[src/rtl/dmem_arbiter.sv]
// Two-port (core C, DMA/debug D) arbiter in front of the word data memory: sequences loads
// against the 1-cycle registered read and does read-modify-write for partial-byte stores.
module dmem_arbiter #(
  parameter int PRIO_MODE = 0
) (
  input  logic        clk,
  input  logic        rst,
  input  logic        c_req_valid,
  output logic        c_req_ready,
  input  logic        c_req_we,
  input  logic [31:0] c_req_addr,
  input  logic [31:0] c_req_wdata,
  input  logic [3:0]  c_req_be,
  output logic        c_rsp_valid,
  output logic [31:0] c_rsp_rdata,
  input  logic        d_req_valid,
  output logic        d_req_ready,
  input  logic        d_req_we,
  input  logic [31:0] d_req_addr,
  input  logic [31:0] d_req_wdata,
  input  logic [3:0]  d_req_be,
  output logic        d_rsp_valid,
  output logic [31:0] d_rsp_rdata,
  output logic [31:0] mem_read_addr,
  input  logic [31:0] mem_read_data,
  output logic [31:0] mem_write_addr,
  output logic [31:0] mem_write_data,
  output logic        mem_write_enable
);

  typedef enum logic [1:0] {IDLE, ISSUE, RD_WAIT, RMW_WAIT} state_t;

  state_t      state;
  logic        owner_d;
  logic        last_d;
  logic        we_q;
  logic [31:0] addr_q;
  logic [31:0] wdata_q;
  logic [3:0]  be_q;

  logic        grant_c;
  logic        grant_d;
  logic        accept;
  logic        sel_we;
  logic [31:0] sel_addr;
  logic [31:0] sel_wdata;
  logic [3:0]  sel_be;
  logic        whole_word;
  logic        done;
  logic [31:0] lane_mask;

  // last_d set means D was granted most recently, so C wins the next tie.
  always_comb begin
    grant_c = c_req_valid && (!d_req_valid || (PRIO_MODE != 0) || last_d);
    grant_d = d_req_valid && !grant_c;
  end

  assign c_req_ready = (state == IDLE) && !rst && grant_c;
  assign d_req_ready = (state == IDLE) && !rst && grant_d;
  assign accept      = c_req_ready || d_req_ready;

  assign sel_we    = grant_d ? d_req_we    : c_req_we;
  assign sel_addr  = grant_d ? d_req_addr  : c_req_addr;
  assign sel_wdata = grant_d ? d_req_wdata : c_req_wdata;
  assign sel_be    = grant_d ? d_req_be    : c_req_be;

  assign whole_word = (be_q == 4'hF) || (be_q == 4'h0);

  assign done = !rst && (((state == ISSUE) && we_q && whole_word) ||
                         (state == RD_WAIT) || (state == RMW_WAIT));

  assign c_rsp_valid = done && !owner_d;
  assign d_rsp_valid = done && owner_d;
  assign c_rsp_rdata = mem_read_data;
  assign d_rsp_rdata = mem_read_data;

  assign lane_mask = {{8{be_q[3]}}, {8{be_q[2]}}, {8{be_q[1]}}, {8{be_q[0]}}};

  assign mem_read_addr    = addr_q;
  assign mem_write_addr   = addr_q;
  assign mem_write_data   = (state == RMW_WAIT) ?
                            ((wdata_q & lane_mask) | (mem_read_data & ~lane_mask)) : wdata_q;
  assign mem_write_enable = !rst && (((state == ISSUE) && we_q && (be_q == 4'hF)) ||
                                     (state == RMW_WAIT));

  always_ff @(posedge clk) begin
    if (rst) begin
      state   <= IDLE;
      owner_d <= 1'b0;
      last_d  <= 1'b1;
      we_q    <= 1'b0;
      addr_q  <= 32'h0;
      wdata_q <= 32'h0;
      be_q    <= 4'h0;
    end else begin
      case (state)
        IDLE: begin
          if (accept) begin
            owner_d <= grant_d;
            last_d  <= grant_d;
            we_q    <= sel_we;
            addr_q  <= sel_addr & 32'hFFFF_FFFC;
            wdata_q <= sel_wdata;
            be_q    <= sel_be;
            state   <= ISSUE;
          end
        end
        ISSUE: begin
          if (!we_q)           state <= RD_WAIT;
          else if (whole_word) state <= IDLE;
          else                 state <= RMW_WAIT;
        end
        RD_WAIT:  state <= IDLE;
        RMW_WAIT: state <= IDLE;
        default:  state <= IDLE;
      endcase
    end
  end

endmodule

[config.mk]
export PLATFORM = sky130hd
export DESIGN_NAME = dmem_arbiter
export DESIGN_NICKNAME = d
export VERILOG_FILES = /design/src/rtl/dmem_arbiter.sv
export SDC_FILE = /design/constraint.sdc
export NUM_CORES = 1
export LEC_CHECK = 0
export CAP_MARGIN = 20
export CORE_AREA = 2 2 131 133
export CTS_CLUSTER_SIZE = 10
export DETAILED_ROUTE_END_ITERATION = 8
export DIE_AREA = 0 0 133 135
export PLACE_DENSITY = 0.7
export SLEW_MARGIN = 5
export SYNTH_ARGS = -nofsm -noshare
export SYNTH_HDL_FRONTEND = slang
export SYNTH_SLANG_ARGS = --single-unit
[constraint.sdc]
create_clock -name clk -period 1.4 [get_ports clk]
set_input_delay 0.28 -clock clk [delete_from_list [all_inputs] [get_ports clk]]
set_output_delay 0.28 -clock clk [all_outputs]
set_load 0.005 [all_outputs]
# Word-level counts from Yosys, hierarchy flattened
# Cells that the tools add are included.
word_totals:
  wordCells: 51
  rom_bits: 0
  ram_bits: 0
  latchBits: 0
  out_inout_bits: 165
  in_bits: 174
  n_memories: 0
  ff_bits: 71
op_classes:
  div_mod_pow: 0
  magnitude_cmp: 0
  muxes: 9
  eq_ne: 5
  reduce_logical: 26
  bitwise: 4
  addsub: 0
  multipliers: 0
  shifts: 0
ops:
  columns: ["op", "n"]
  rows:
  - ["32-bit two-way mux", 3]
  - ["32-bit AND", 2]
  - ["32-bit NOT", 1]
  - ["32-bit OR", 1]
  - ["1-bit logical AND", 12]
  - ["1-bit logical OR", 6]
  - ["2-bit two-way mux", 3]
  - ["2-bit case mux with 3 select lines", 1]
  - ["2-bit == test, second input constant", 2]
  - ["4-bit == test, second input constant", 1]
  - ["1-bit logical NOT", 4]
  - ["4-bit logical NOT", 1]
  - ["4-bit two-way mux", 1]
  - ["2-bit by 1-bit == test with 1-bit output, second input constant", 1]
  - ["2-bit logical NOT", 1]
  - ["2-bit != test, second input constant", 1]
  - ["2-bit AND reduction", 1]
  - ["2-bit OR reduction", 1]
  - ["1-bit two-way mux", 1]

# Logic depth before layout (Yosys ltp)
logic_depth:
  word_depth: 9
  ltp_mapped: 7
  depth_no_buf: 3

# Worst setup path after synthesis
# OpenSTA, ideal clock, no wires.
synth_path:
  path_type: "register to output"
  start: "register be_q[3]"
  end: "output c_rsp_valid"
  path_slack_ns: -0.197
  path_stages_with_launch: 4
  t_arrival_ns: 1.317
  required_time_ns: 1.120
  cell_sequence: "dfxtp_1 -> or4_1 -> a21o_1 -> a211oi_1"
synth_between:
  elab_chain_cells: 7
  word_cells_on_any_way: 8
synth_rtl:
  columns: ["element", "line_no", "text"]
  rows:
  - ["start, declared", "39", "logic [3:0] be_q;"]
  - ["start signal, assigned", "104", "be_q <= sel_be;"]
  - ["4-bit == test / 4-bit logical NOT (equally long branches)", "67", "assign whole_word = (be_q == 4'hF) || (be_q == 4'h0);"]
  - ["1-bit logical OR *", "67", null]
  - ["1-bit logical AND *", "69", "assign done = !rst && (((state == ISSUE) && we_q && whole_word) ||"]
  - ["1-bit logical OR *", "69", null]
  - ["1-bit logical OR *", "70", "(state == RD_WAIT) || (state == RMW_WAIT));"]
  - ["1-bit logical AND *", "69", null]
  - ["1-bit logical AND *", "72", "assign c_rsp_valid = done && !owner_d;"]
  - ["end, declared", "14", "output logic c_rsp_valid,"]
# Every way passes the cells marked *; elsewhere a longest branch is shown, timed or not.

# Worst setup path after layout
# Same ends and word-level chain as after synthesis.

==> flow_results.org <==
** Outcome
- Result of the run :: finished with violations
- The final reports fail on negative setup slack.

** Logic synthesis
- After synthesis the netlist holds a flip-flop and latch count of 71.
- For this run, the number of Yosys warnings is 0.
- Dividing the synthesized area by the synthesized cell count gives 8.28 um2.
- The synthesized netlist contains 31 unique library cells.
- Sequential-to-total area share from yosys stat :: 30.8%
- Combined area of all synthesized cells :: 0.00462 mm2
- Library cell with the largest summed area after synthesis :: dfxtp_1
- Ranked by total cell area, the synthesized netlist is headed by dfxtp_1 31%, buf_4 16%, nand2_1 11%.
- Synth Instances :: 558
- Of the post-synthesis cell area, the dominant cell type holds 30.8%.

** Timing
- The final max-slew violation count is 0.
- Setup repair after global routing could not meet its margin everywhere.
- The number of hold-slack violations in the final timing report came to 0.
- Hold WS :: 362 ps
- After routing, the total negative slack on setup checks comes to -36340 ps.
- Upper clock frequency limit :: 479 MHz
- Clock skew on the completed layout was measured at 12.4 ps.
- Across all setup checks in the final design, the least slack found is -687 ps.
- Final worst path period need :: 2090 ps
- After layout, the worst path uses 149% of the clock period.
- For the pin with the worst max-slew slack, the measured transition is 671 ps.
- Measured against its own limit, the worst slew margin works out to 55.2%.
- Setup violations remaining at the end of the flow were counted as 107.

** CTS
- The clock net in this run drives a total of 71 sinks.
- Clk slew on worst S/H paths :: 60 ps
- In this run, CTS created clock tree buffers numbering 9.
- CTS built an H-tree with a depth of 3.
- At the later pin of the worst-skew pair, clock insertion delay measures 340 ps.
- Hold repair after CTS inserted 0 buffers.
- TritonCTS clock tree :: yes
- Cell chosen for the clock root :: clkbuf_16
- In this run the deepest clock path goes through 2 buffers.

** Die
- For this design the top-level I/O count stands at 339.
- Std cell rows :: 47
- DIE HEIGHT :: 135 um
- Area enclosed by the die boundary :: 0.0180 mm2
- Width of the die :: 133 um
- The initial utilization of the core area, before any placement, comes to 28.2%.
- Core area :: 0.0164 mm2

** Global route
- Entering global routing, the biggest net connects 45 pins.
- The first global-routing pass estimated 29500 um of wire.
- Global routing finished with a remaining overflow of 0.
- The number of antenna violations at the first check in global routing was 2.
- Global routing used 21.3% of the available tracks.
- Via count of the first global-routing pass :: 5274

** Pwr
- Maximum ir drop on the vdd rail :: 563 uV
- Summed over all cells, the static leakage comes to 4.13 nW.
- Net switching is 28.0% of the power.
- The internal power of the cells totals 5.58 mW.
- Power density cells :: 824 mW/mm2
- The completed layout was analyzed and its total power is 7.76 mW.
- Net switching component of the power :: 2.17 mW
- Register share of total power :: 30.9%
- Clock network fraction of total power :: 31.7%
- In this run, the combinational gates consume 37.4% of the power.

** Finish
- Post-layout net count :: 1055
- Of the cells placed in the final design, the portion with a size suffix greater than 1 is 41.0%.
- The top cell types in the final layout, fill and taps aside, are 170 x clkdlybuf4s50_1, 137 x nand2_1, 101 x dlygate4sd2_1.
- Number of diodes :: 0
- Once layout is done, the placed cells without fillers occupy 0.00942 mm2.
- The filler cells instantiated in the layout total 1467.
- Layout area overhead :: 104%
- Leaving out fill and tap cells, the most frequent cell in the layout is clkdlybuf4s50_1.
- Cells fill 57.4% of the core in the end.

** Critical path
- The setup check on the worst reg-to-reg path leaves a slack of -380 ps.
- STA classifies the critical path endpoint as a primary output.
- Crit-path max FO :: 2
- Data on the critical path is required at its endpoint by 1120 ps.
- Worst reg2reg path startpoint :: state[0]
- By startpoint and endpoint, the worst setup path is classified as flip-flop to primary output.
- Slowest stage cell on the critical path :: or4_4
- Measured in cells, the most critical reg-to-reg path has a length of 9.
- The most critical setup path has its startpoint at be_q[3].
- At the worst endpoint, the arrival time is 1810 ps.
- Delay of the slowest critical-path stage :: 540 ps
- The cell family contributing the most delay on the critical path is simple AND/OR/NAND/NOR gates.
- Counting both buffers and inverters, the worst setup path holds a total of 2.
- Cells traversed along the worst timing path :: or4_4 > a21o_1 > buf_6 > a211oi_2 > buf_2
- The worst setup path is launched from a flip-flop.
- R2r endpoint :: wdata_q[10]

** Route
- Number of antenna-violating nets in the routed design :: 0
- The first routing iteration left 157 violations.
- Final wirelength :: 19800 um
- DR DRC count :: 0
- Dividing the detail-routed via count by the number of cells gives 4.80.
- Wire length per cell :: 17.9 um
- Total vias in the final route :: 5301
- First drt pass iteration count :: 4

** Placed design
- Routability-driven placement finished with a final weighted congestion of 0.733.
- Once placement finished, the instance area stood at 0.00790 mm2.
- Buffers placed on the I/O ports in this run total 330.
- HPWL after DPL :: 13000 um

** Worst hold path
- Worst hold path startpoint :: rst
- WHS Path Cells :: 4
- Hold EP :: state[1]
- The min-delay analysis places its worst path in the category input pin to flip-flop.

** Job
- The tool flagged a number of max-cap violations equal to 0.
## worst max-delay path by stage
stage	to	cells past startpoint	slack, ps
finish	c_rsp_valid	5	-690
global route	c_rsp_valid	5	-740
CTS	c_rsp_valid	5	-730
detailed placement	c_rsp_valid	4	-630
global placement	c_rsp_valid	4	-620
floorplan	c_rsp_valid	3	-90
## stage by stage
step	setup WS [ps]	std cells
after global routing	-739	1105
after detailed placement	-632	1030
after CTS	-726	1105
after global placement	-620	1030
after floorplan	-88.6	561
final	-687	1105
## sequential cells by signal (all words and copies together) (netlist names)
signal         flops
be_q               4
owner_d            1
mem_read_addr     30
wdata_q           32
last_d             1
we_q               1
state              2
## worst reg2reg max path, cell delays in order, from the launching register on
cell      delay [ps]
dfxtp_2          340
buf_6            110
buf_6            120
nor3_4           230
buf_6            170
and2_4           180
buf_12           150
buf_12           120
buf_12           110
a311oi_1          90
## timing repair
item                       in CTS  in global routing
gates resized for setup       452                 76
buffers inserted               49                 16
pin swaps                      47                 23
cloned                         11                  0
setup endpoints to repair     231                130
## metal layers
metal | vias to the layer above | part of all wire (%) | global-route usage [%] | routed length [um]
li1 | 2523 | - | - | -
met1 | 2508 | 39 | 25.4 | 7800
met2 | 241 | 49 | 37.2 | 9770
met3 | 29 | 8.8 | 5.44 | 1740
met4 | 0 | 2.6 | 7.23 | 520
met5 | - | 0 | 0 | 0
## cell usage after synthesis, drive strengths merged
cell type and count:
nand2 139, buf 113, dfxtp 71, a21oi 68
a311oi 67, clkbuf 36, mux2 32, or2 5
a211oi 3, nand2b 3, and2 2, inv 2
nand4 2, nor2 2, a211o 1, a21bo 1
a21boi 1, a21o 1, a32oi 1, and3 1
conb 1, nor2b 1, nor3 1, nor4b 1
o21ai 1, or3b 1, or4 1
## power by group through the flow
stage	Clock (mW)	Combinational (mW)	Sequential [mW]
floorplan	0	1.13	2.37
global placement	0	2.41	2.40
detailed placement	0	2.43	2.40
CTS	2.54	2.87	2.39
global route	2.60	3.10	2.42
finish	2.46	2.90	2.39
## cell type report
class	count	area (um2)	share of cell area, %
Timing Repair Buffer	458	4680	49.7
Sequential cell	71	1470	15.6
Multi-Input combinational cell	339	2670	28.3
Clock inverter	4	70.1	0.744
Inverter	2	10.0	0.106
Clock buffer	11	243	2.58
Tap cell	220	275	2.92
## logic make-up after synthesis
logic type             synth area share [%]
AOI/OAI and AO/OA                      25.7
and+or+nand+nor                        14.2
DFF                                    30.8
buffers and inverters                  21.4
other                                0.0811
muxes                                  7.80
(Power assumes the default switching activity.)
